$ cat src/rtl/pc_redirect_ctrl.sv
// pc_redirect_ctrl: arbitrates BTB predictions and ID fixes into one IF redirect, then drains squashed slots.
// Optional redirect statistics are built only when REDIRECT_STATS_EN is defined.
module pc_redirect_ctrl #(
   parameter int DRAIN_CYCLES = 7
) (
   input  logic        CLK,
   input  logic        RESET,
   input  logic        STALL,
   input  logic        pred_req_IF,
   input  logic [31:0] pred_pc_IF,
   input  logic        fix_req_ID,
   input  logic [31:0] fix_pc_ID,
   output logic        Request_Alt_PC_OUT,
   output logic [31:0] Alt_PC_OUT,
   output logic        FLUSH_OUT,
   output logic        busy,
   output logic [31:0] pred_count,
   output logic [31:0] fix_count
);
   localparam int CW = $clog2(DRAIN_CYCLES + 1);
   typedef enum logic [1:0] {IDLE, HOLD, DRAIN} state_t;
   state_t state, state_n;
   logic lat_v, lat_v_n, lat_fix, lat_fix_n, req, flush, hold_fix;
   logic [31:0] lat_pc, lat_pc_n, tgt, alt_q, hold_pc;
   logic [CW-1:0] cnt, cnt_n;
   // An older fix arriving while a pred is held replaces it; a second fix never does.
   assign hold_fix = lat_fix | fix_req_ID;
   assign hold_pc = (fix_req_ID && !lat_fix) ? fix_pc_ID : lat_pc;
   always_comb begin
      state_n = state;
      lat_v_n = lat_v;
      lat_fix_n = lat_fix;
      lat_pc_n = lat_pc;
      cnt_n = cnt;
      req = 1'b0;
      flush = 1'b0;
      tgt = lat_pc;
      case (state)
         IDLE:
            if (!STALL && fix_req_ID) begin
               req = 1'b1;
               flush = 1'b1;
               tgt = fix_pc_ID;
               cnt_n = CW'(DRAIN_CYCLES);
               state_n = DRAIN;
            end else if (!STALL && pred_req_IF) begin
               req = 1'b1;
               tgt = pred_pc_IF;
            end else if (fix_req_ID || pred_req_IF) begin
               lat_fix_n = fix_req_ID;
               lat_pc_n = fix_req_ID ? fix_pc_ID : pred_pc_IF;
               state_n = HOLD;
            end
         HOLD:
            if (STALL) begin
               lat_fix_n = hold_fix;
               lat_pc_n = hold_pc;
            end else begin
               req = 1'b1;
               flush = hold_fix;
               tgt = hold_pc;
               lat_fix_n = 1'b0;
               cnt_n = hold_fix ? CW'(DRAIN_CYCLES) : cnt;
               state_n = hold_fix ? DRAIN : IDLE;
            end
         DRAIN:
            // fix_req_ID here belongs to a squashed slot and is dropped.
            if (!STALL) begin
               cnt_n = cnt - CW'(1);
               state_n = (cnt <= CW'(1)) ? IDLE : DRAIN;
               req = lat_v | pred_req_IF;
               tgt = lat_v ? lat_pc : pred_pc_IF;
               lat_v_n = 1'b0;
            end else if (pred_req_IF && !lat_v) begin
               lat_v_n = 1'b1;
               lat_pc_n = pred_pc_IF;
            end
         default: state_n = IDLE;
      endcase
   end
   assign Request_Alt_PC_OUT = req & ~RESET;
   assign FLUSH_OUT = flush & ~RESET;
   assign Alt_PC_OUT = Request_Alt_PC_OUT ? (tgt & 32'hFFFF_FFFC) : alt_q;
   assign busy = !RESET && state != IDLE;
   always_ff @(posedge CLK)
      if (RESET) begin
         state <= IDLE;
         lat_v <= 1'b0;
         lat_fix <= 1'b0;
         lat_pc <= '0;
         cnt <= '0;
         alt_q <= '0;
      end else begin
         state <= state_n;
         lat_v <= lat_v_n;
         lat_fix <= lat_fix_n;
         lat_pc <= lat_pc_n;
         cnt <= cnt_n;
         alt_q <= Alt_PC_OUT;
      end
`ifdef REDIRECT_STATS_EN
   logic [31:0] pred_cnt, fix_cnt;
   always_ff @(posedge CLK)
      if (RESET) begin
         pred_cnt <= '0;
         fix_cnt <= '0;
      end else begin
         if (Request_Alt_PC_OUT && !FLUSH_OUT && pred_cnt != '1) pred_cnt <= pred_cnt + 32'd1;
         if (FLUSH_OUT && fix_cnt != '1) fix_cnt <= fix_cnt + 32'd1;
      end
   assign pred_count = RESET ? '0 : pred_cnt;
   assign fix_count = RESET ? '0 : fix_cnt;
`else
   assign pred_count = '0;
   assign fix_count = '0;
`endif
endmodule

$ cat config.mk
export PLATFORM = sky130hd
export DESIGN_NAME = pc_redirect_ctrl
export DESIGN_NICKNAME = d
export VERILOG_FILES = /design/src/rtl/pc_redirect_ctrl.sv
export SDC_FILE = /design/constraint.sdc
export NUM_CORES = 1
export LEC_CHECK = 0
export ABC_AREA = 0
export CORE_MARGIN = 1
export CORE_UTILIZATION = 47
export DETAILED_ROUTE_END_ITERATION = 8
export HOLD_SLACK_MARGIN = 0.08
export PLACE_DENSITY = 0.91
export SLEW_MARGIN = 0
export SYNTH_ARGS = -nofsm -noshare
export SYNTH_HDL_FRONTEND = slang
export SYNTH_SLANG_ARGS = --single-unit
export TNS_END_PERCENT = 5
$ cat constraint.sdc
create_clock -name CLK -period 3.19 [get_ports CLK]
set_input_delay 0.7975 -clock CLK [delete_from_list [all_inputs] [get_ports CLK]]
set_output_delay 0.7975 -clock CLK [all_outputs]
set_load 0.02 [all_outputs]
# After elaboration in Yosys (flattened, before gate mapping)
# Index checks and enable logic that the tools add are counted.
word_totals:
  register_bits: 71
  in_bits: 69
  out_inout_bits: 99
classes:
  addsub: 1
  n_lt_le_gt_ge: 1
  n_eq_ne: 15
  muxes: 44
  n_bitwise: 5
  reduce_logical: 19
ops:
  columns: ["operator", "n"]
  rows:
  - ["$mux 32", 14]
  - ["$pmux 32 s3", 2]
  - ["$ne 2x2->1 const B", 10]
  - ["$mux 2", 7]
  - ["$mux 1", 12]
  - ["$mux 3", 4]
  - ["$pmux 3 s3", 1]
  - ["$reduce_and 4->1", 2]
  - ["$reduce_and 7->1", 1]
  - ["$ne 3x3->1 const B", 2]
  - ["$pmux 2 s3", 1]
  - ["$logic_and 1x1->1", 5]
  - ["$reduce_and 5->1", 1]
  - ["$logic_not 1->1", 4]
  - ["$pmux 1 s2", 2]
  - ["$reduce_bool 2->1", 2]
  - ["$le 3x1->1 const B", 1]
  - ["$pmux 1 s3", 1]
  - ["$reduce_bool 3->1", 1]
  - ["$sub 3x1->3 const B", 1]
  - ["$and 1x1->1", 2]
  - ["$eq 2x1->1 const B", 1]
  - ["$eq 2x2->1 const B", 1]
  - ["$logic_not 2->1", 1]
  - ["5 further kinds", 6]

# Depth between registers and ports, before layout
logic_depth:
  word_depth: 7
  mapped_depth: 10
  depth_no_buf: 7

# Least setup slack after synthesis
# Ideal clock, no wire load.
synth_path:
  path_type: "input -> output"
  start: "input STALL"
  end: "output Alt_PC_OUT[22]"
  arrival_ns: 2.185
  required_ns: 2.393
  slack_ns: 0.208
  path_stages: 7
  path_buffers: 2
  cell_sequence: "buf_2 nor3_2 o31ai_4 inv_2 clkbuf_1 nor2_1 nor2_1"
synth_via:
  elab_chain_len: 7
synth_rtl:
  columns: ["element", "line_no", "rtl"]
  rows:
  - ["from (decl)", "8", "input logic STALL,"]
  - ["$logic_not 1->1", null, null]
  - ["$logic_and 1x1->1", "46", "end else if (!STALL && pred_req_IF) begin"]
  - ["$mux 1", "46", null]
  - ["$mux 1", "40", "if (!STALL && fix_req_ID) begin"]
  - ["$pmux 1 s3 *", "38", "case (state)"]
  - ["$and 1x1->1 *", "81", "assign Request_Alt_PC_OUT = req & ~RESET;"]
  - ["net Request_Alt_PC_OUT", "13", "output logic Request_Alt_PC_OUT,"]
  - ["$mux 32 *", "83", "assign Alt_PC_OUT = Request_Alt_PC_OUT ? (tgt & 32'hFFFF_FFFC) : alt_q;"]
  - ["to (decl)", "14", "output logic [31:0] Alt_PC_OUT,"]
# The timed path passes the listed nets; every way through them passes the cells marked *.

# Worst setup path after layout
layout_path:
  start: "register state[1]"
  end: "output Alt_PC_OUT[31]"
layout_via:
  elab_chain_len: 4
layout_rtl:
  columns: ["element", "line_no", "rtl"]
  rows:
  - ["from (decl)", "22", "state_t state, state_n;"]
  - ["from (signal assigned)", "94", "state <= state_n;"]
  - ["$eq 2x2->1, or another cell as far along", "38", null]
  - ["$pmux 1 s3", "38", null]
  - ["$and 1x1->1", "81", null]
  - ["$mux 32 *", "83", null]
# Mark *: on every way between the ends. The rest lies on a longest branch, timed or not.

==> impl_metrics.toml <==
[status]
status = "finished with violations"
failed_checks = "negative setup slack"

[clock_tree]
cts_buffers = 9
cts_buffer_depth = 2
cts_tree = "yes"
holdBufCountCts = 0
clk-insertion-delay-late_ps = 370
cts-root-buf = "clkbuf_8"
cts.clk_slew.worst_paths_ps = 70
clock-sinks = 69
cts.htree.levels = 3

[floorplanning]
die_area_mm2 = 0.0112
core_mm2 = 0.0104
die-height_um = 106
pin_count = 168
initial_utilization = 0.487
die_x_um = 106
num_rows = 37

[critical_path]
crit_chain = "inv_4 > ha_4 > or3b_4 > a21oi_4 > buf_12 > a21o_1 > a221oi_1 > nor2_1 > clkdlybuf4s15_2"
critPathLaunch = "state[1]"
rr_worst_depth = 9
criticalPathCategory = "register to output pin"
critPathCapture = "Alt_PC_OUT[31]"
r2r_end = "lat_pc[27]"
start_kind = "register"
cpPeakStageDelay_ps = 400
cp_max_fo = 9
worstPathRequired_ps = 2390
rrSetupSlack_ps = 860
slowest_stage = "or3b_4"
regToRegStartpoint = "state[0]"
cp-end-kind = "output pin"
cp.arrival_ps = 2420

[timing]
clock_skew_ps = 7.49
finalCritPeriodShare = 1.01
drv_slew = 0
fmax_ghz = 0.311
finalSetupViolations = 2
tightest_slew_ps = 574
fin_crit_ps = 3220
rsz0062_at_grt = "true"
setup_ws_ps = -28.2
slew_headroom = 0.618
hold_viol = 0

[drt]
drc = 0
vias = 5199
firstDrtPassIters = 5
ant_nets = 0
viasPerCell = 5.93
route.final.wire_length_mm = 15.7
drtIter0Drc = 360
avgRoutedWirePerCell_um = 17.9

[yosys]
syn_area_mm2 = 0.00505
yosys.area.top_type = "dfxtp_1"
syn_inst = 601
yosysSeqAreaShare = 0.274
synth_top_area_frac = 0.274
syn_area_per_cell_um2 = 8.40
ys_ff_latch = 69
synth_area_leaders = "dfxtp_1, buf_4, a221oi_2, mux2_2, nor2_1"
synth_warnings = 0
ys_types = 43

[grt]
grt_pass1_vias = 5121
grt_max_degree = 45
overflow = 0
grt_pass1_wl_mm = 24.2
grt_usage = 0.270
antenna_found_initial = 0

[power]
power_switching_uw = 1830
intPower_uw = 2610
peakVddDrop_mv = 0.324
p_leak_uw = 0.00289
combinationalPowerShare = 0.515
total_power_uw = 4440
netSwitchingFraction = 0.411
p_seq_frac = 0.277
power_density_mw_per_mm2 = 653
clockPowerShare = 0.208

[place]
port_buffers = 99
hpwl_mm = 10.5
dp.cells = 852
place_congestion = 0.893

[finish]
fin_nets = 810
antenna_cells = 0
nFillCells = 822
fin_cells = 877
drive_gt1_frac = 0.286
area_growth_pct = 34.7

[worst_hold_path]
hp-class = "register to register"

[flow_run]
drv_cap = 0
[final cells by class]
| class | instances | area, um2 | share of cell area |
|---|---|---|---|
| multi-input combinational | 471 | 3410 | 0.502 |
| timing repair buffer | 179 | 1550 | 0.228 |
| sequential | 69 | 1390 | 0.204 |
| tap | 136 | 170 | 0.0250 |
| clock buffer | 11 | 151 | 0.0223 |
| clock inverter | 5 | 106 | 0.0156 |
| inverter | 6 | 25.0 | 0.00368 |
[power by group through the flow]
stage / Clock (uW) / Combinational (uW) / Sequential, uW
3_3_place_gp: 0 / 2060 / 1200
5_1_grt: 977 / 2440 / 1260
4_1_cts: 939 / 2160 / 1200
3_5_place_dp: 0 / 2160 / 1220
6_report: 923 / 2290 / 1230
2_1_floorplan: 0 / 1400 / 1180
[kinds of logic (layout without fill, tap and decap cells)]
group	after synthesis	after routing	share of synthesized area
compound gates	203	203	0.331
buf+inv	124	201	0.152
other cells	1	64	0.000743
flops	69	69	0.274
fa+ha+maj	5	5	0.0124
mux	30	30	0.0669
simple gates	169	169	0.163
[critical path, delay by kind of cell (launching register included)]
kind	cells	cell delay, ps
adders and majority gates	1	180
buffers and inverters	3	540
AOI/OAI and AO/OA	3	360
DFF	1	370
and+or+nand+nor	2	610
[registers in the layout, indices dropped and copies added (netlist names)]
name / count
lat_fix: 1
lat_pc: 30
cnt: 3
state: 2
alt_q: 32
lat_v: 1
[cell usage after synthesis (all sizes together)]
cell,instances
a2111oi,1
a211oi,30
a21o,30
a21oi,39
a221o,1
a221oi,31
a22o,29
a22oi,29
a311o,1
a311oi,1
a41o,1
and2,2
and3,2
buf,99
clkbuf,19
conb,1
dfxtp,69
ha,5
inv,6
mux2,30
nand2,11
nand2b,5
nand3,1
nand4,1
nor2,72
nor2b,36
nor3,37
o21a,2
o21ai,6
o21ba,1
o31ai,1
or2,1
or3b,1
[how the worst min path moves through the flow]
stage | from | endpoint | depth (start not counted)
2_1_floorplan | cnt[2] | cnt[2] | 2
6_report | state[0] | state[0] | 2
4_1_cts | state[0] | state[0] | 2
3_5_place_dp | state[0] | state[0] | 2
5_1_grt | cnt[0] | cnt[0] | 2
3_3_place_gp | cnt[2] | cnt[2] | 2
[per-stage QoR]
| step | util | setup slack [ps] | hold WS [ps] | cell area (um2) | TNS (ps) |
|---|---|---|---|---|---|
| floorplan | - | 208 | 453 | 5290 | 0 |
| global route | 0.656 | -75.4 | 537 | 6800 | -760 |
| finish | 0.656 | -28.2 | 509 | 6800 | -42.1 |
| detailed placement | 0.612 | -815 | 497 | 6350 | -24370 |
| CTS | 0.641 | -227 | 487 | 6650 | -3200 |
| global placement | 0.612 | -798 | 468 | 6350 | -23630 |
[repair_timing]
action	4_1_cts	5_1_grt
hold endpoints to repair	0	0
setup endpoints to repair	34	32
resized for setup	94	72
gates cloned	0	0
buffers inserted	6	3
pin swaps	5	10
[cell usage in the layout (no fill, tap or decap), types with 5 or more instances in the layout]
cell / synthesis / routed
buf_4: 69 / 74
nor2_1: 71 / 67
dfxtp_1: 69 / 67
conb_1: 1 / 64
clkdlybuf4s50_1: 0 / 61
a21oi_1: 38 / 37
nor2b_1: 36 / 35
nor3_1: 34 / 34
a21o_1: 30 / 30
a211oi_1: 30 / 30
a22oi_1: 29 / 29
a22o_1: 29 / 29
mux2_2: 29 / 29
buf_2: 23 / 20
a221oi_2: 25 / 15
a221oi_4: 0 / 14
nand2_1: 11 / 11
clkbuf_8: 0 / 11
buf_12: 0 / 6
nand2b_1: 5 / 5
o21ai_0: 5 / 5
clkbuf_2: 0 / 5
[layer usage]
metal,global-route usage,vias up,share of wire
met5,0,-,0
met4,0.160,0,0.034
met3,0.0495,66,0.071
met2,0.463,319,0.51
met1,0.312,2466,0.39
li1,-,2348,-
No activity file was read; power rests on OpenSTA's default activity.
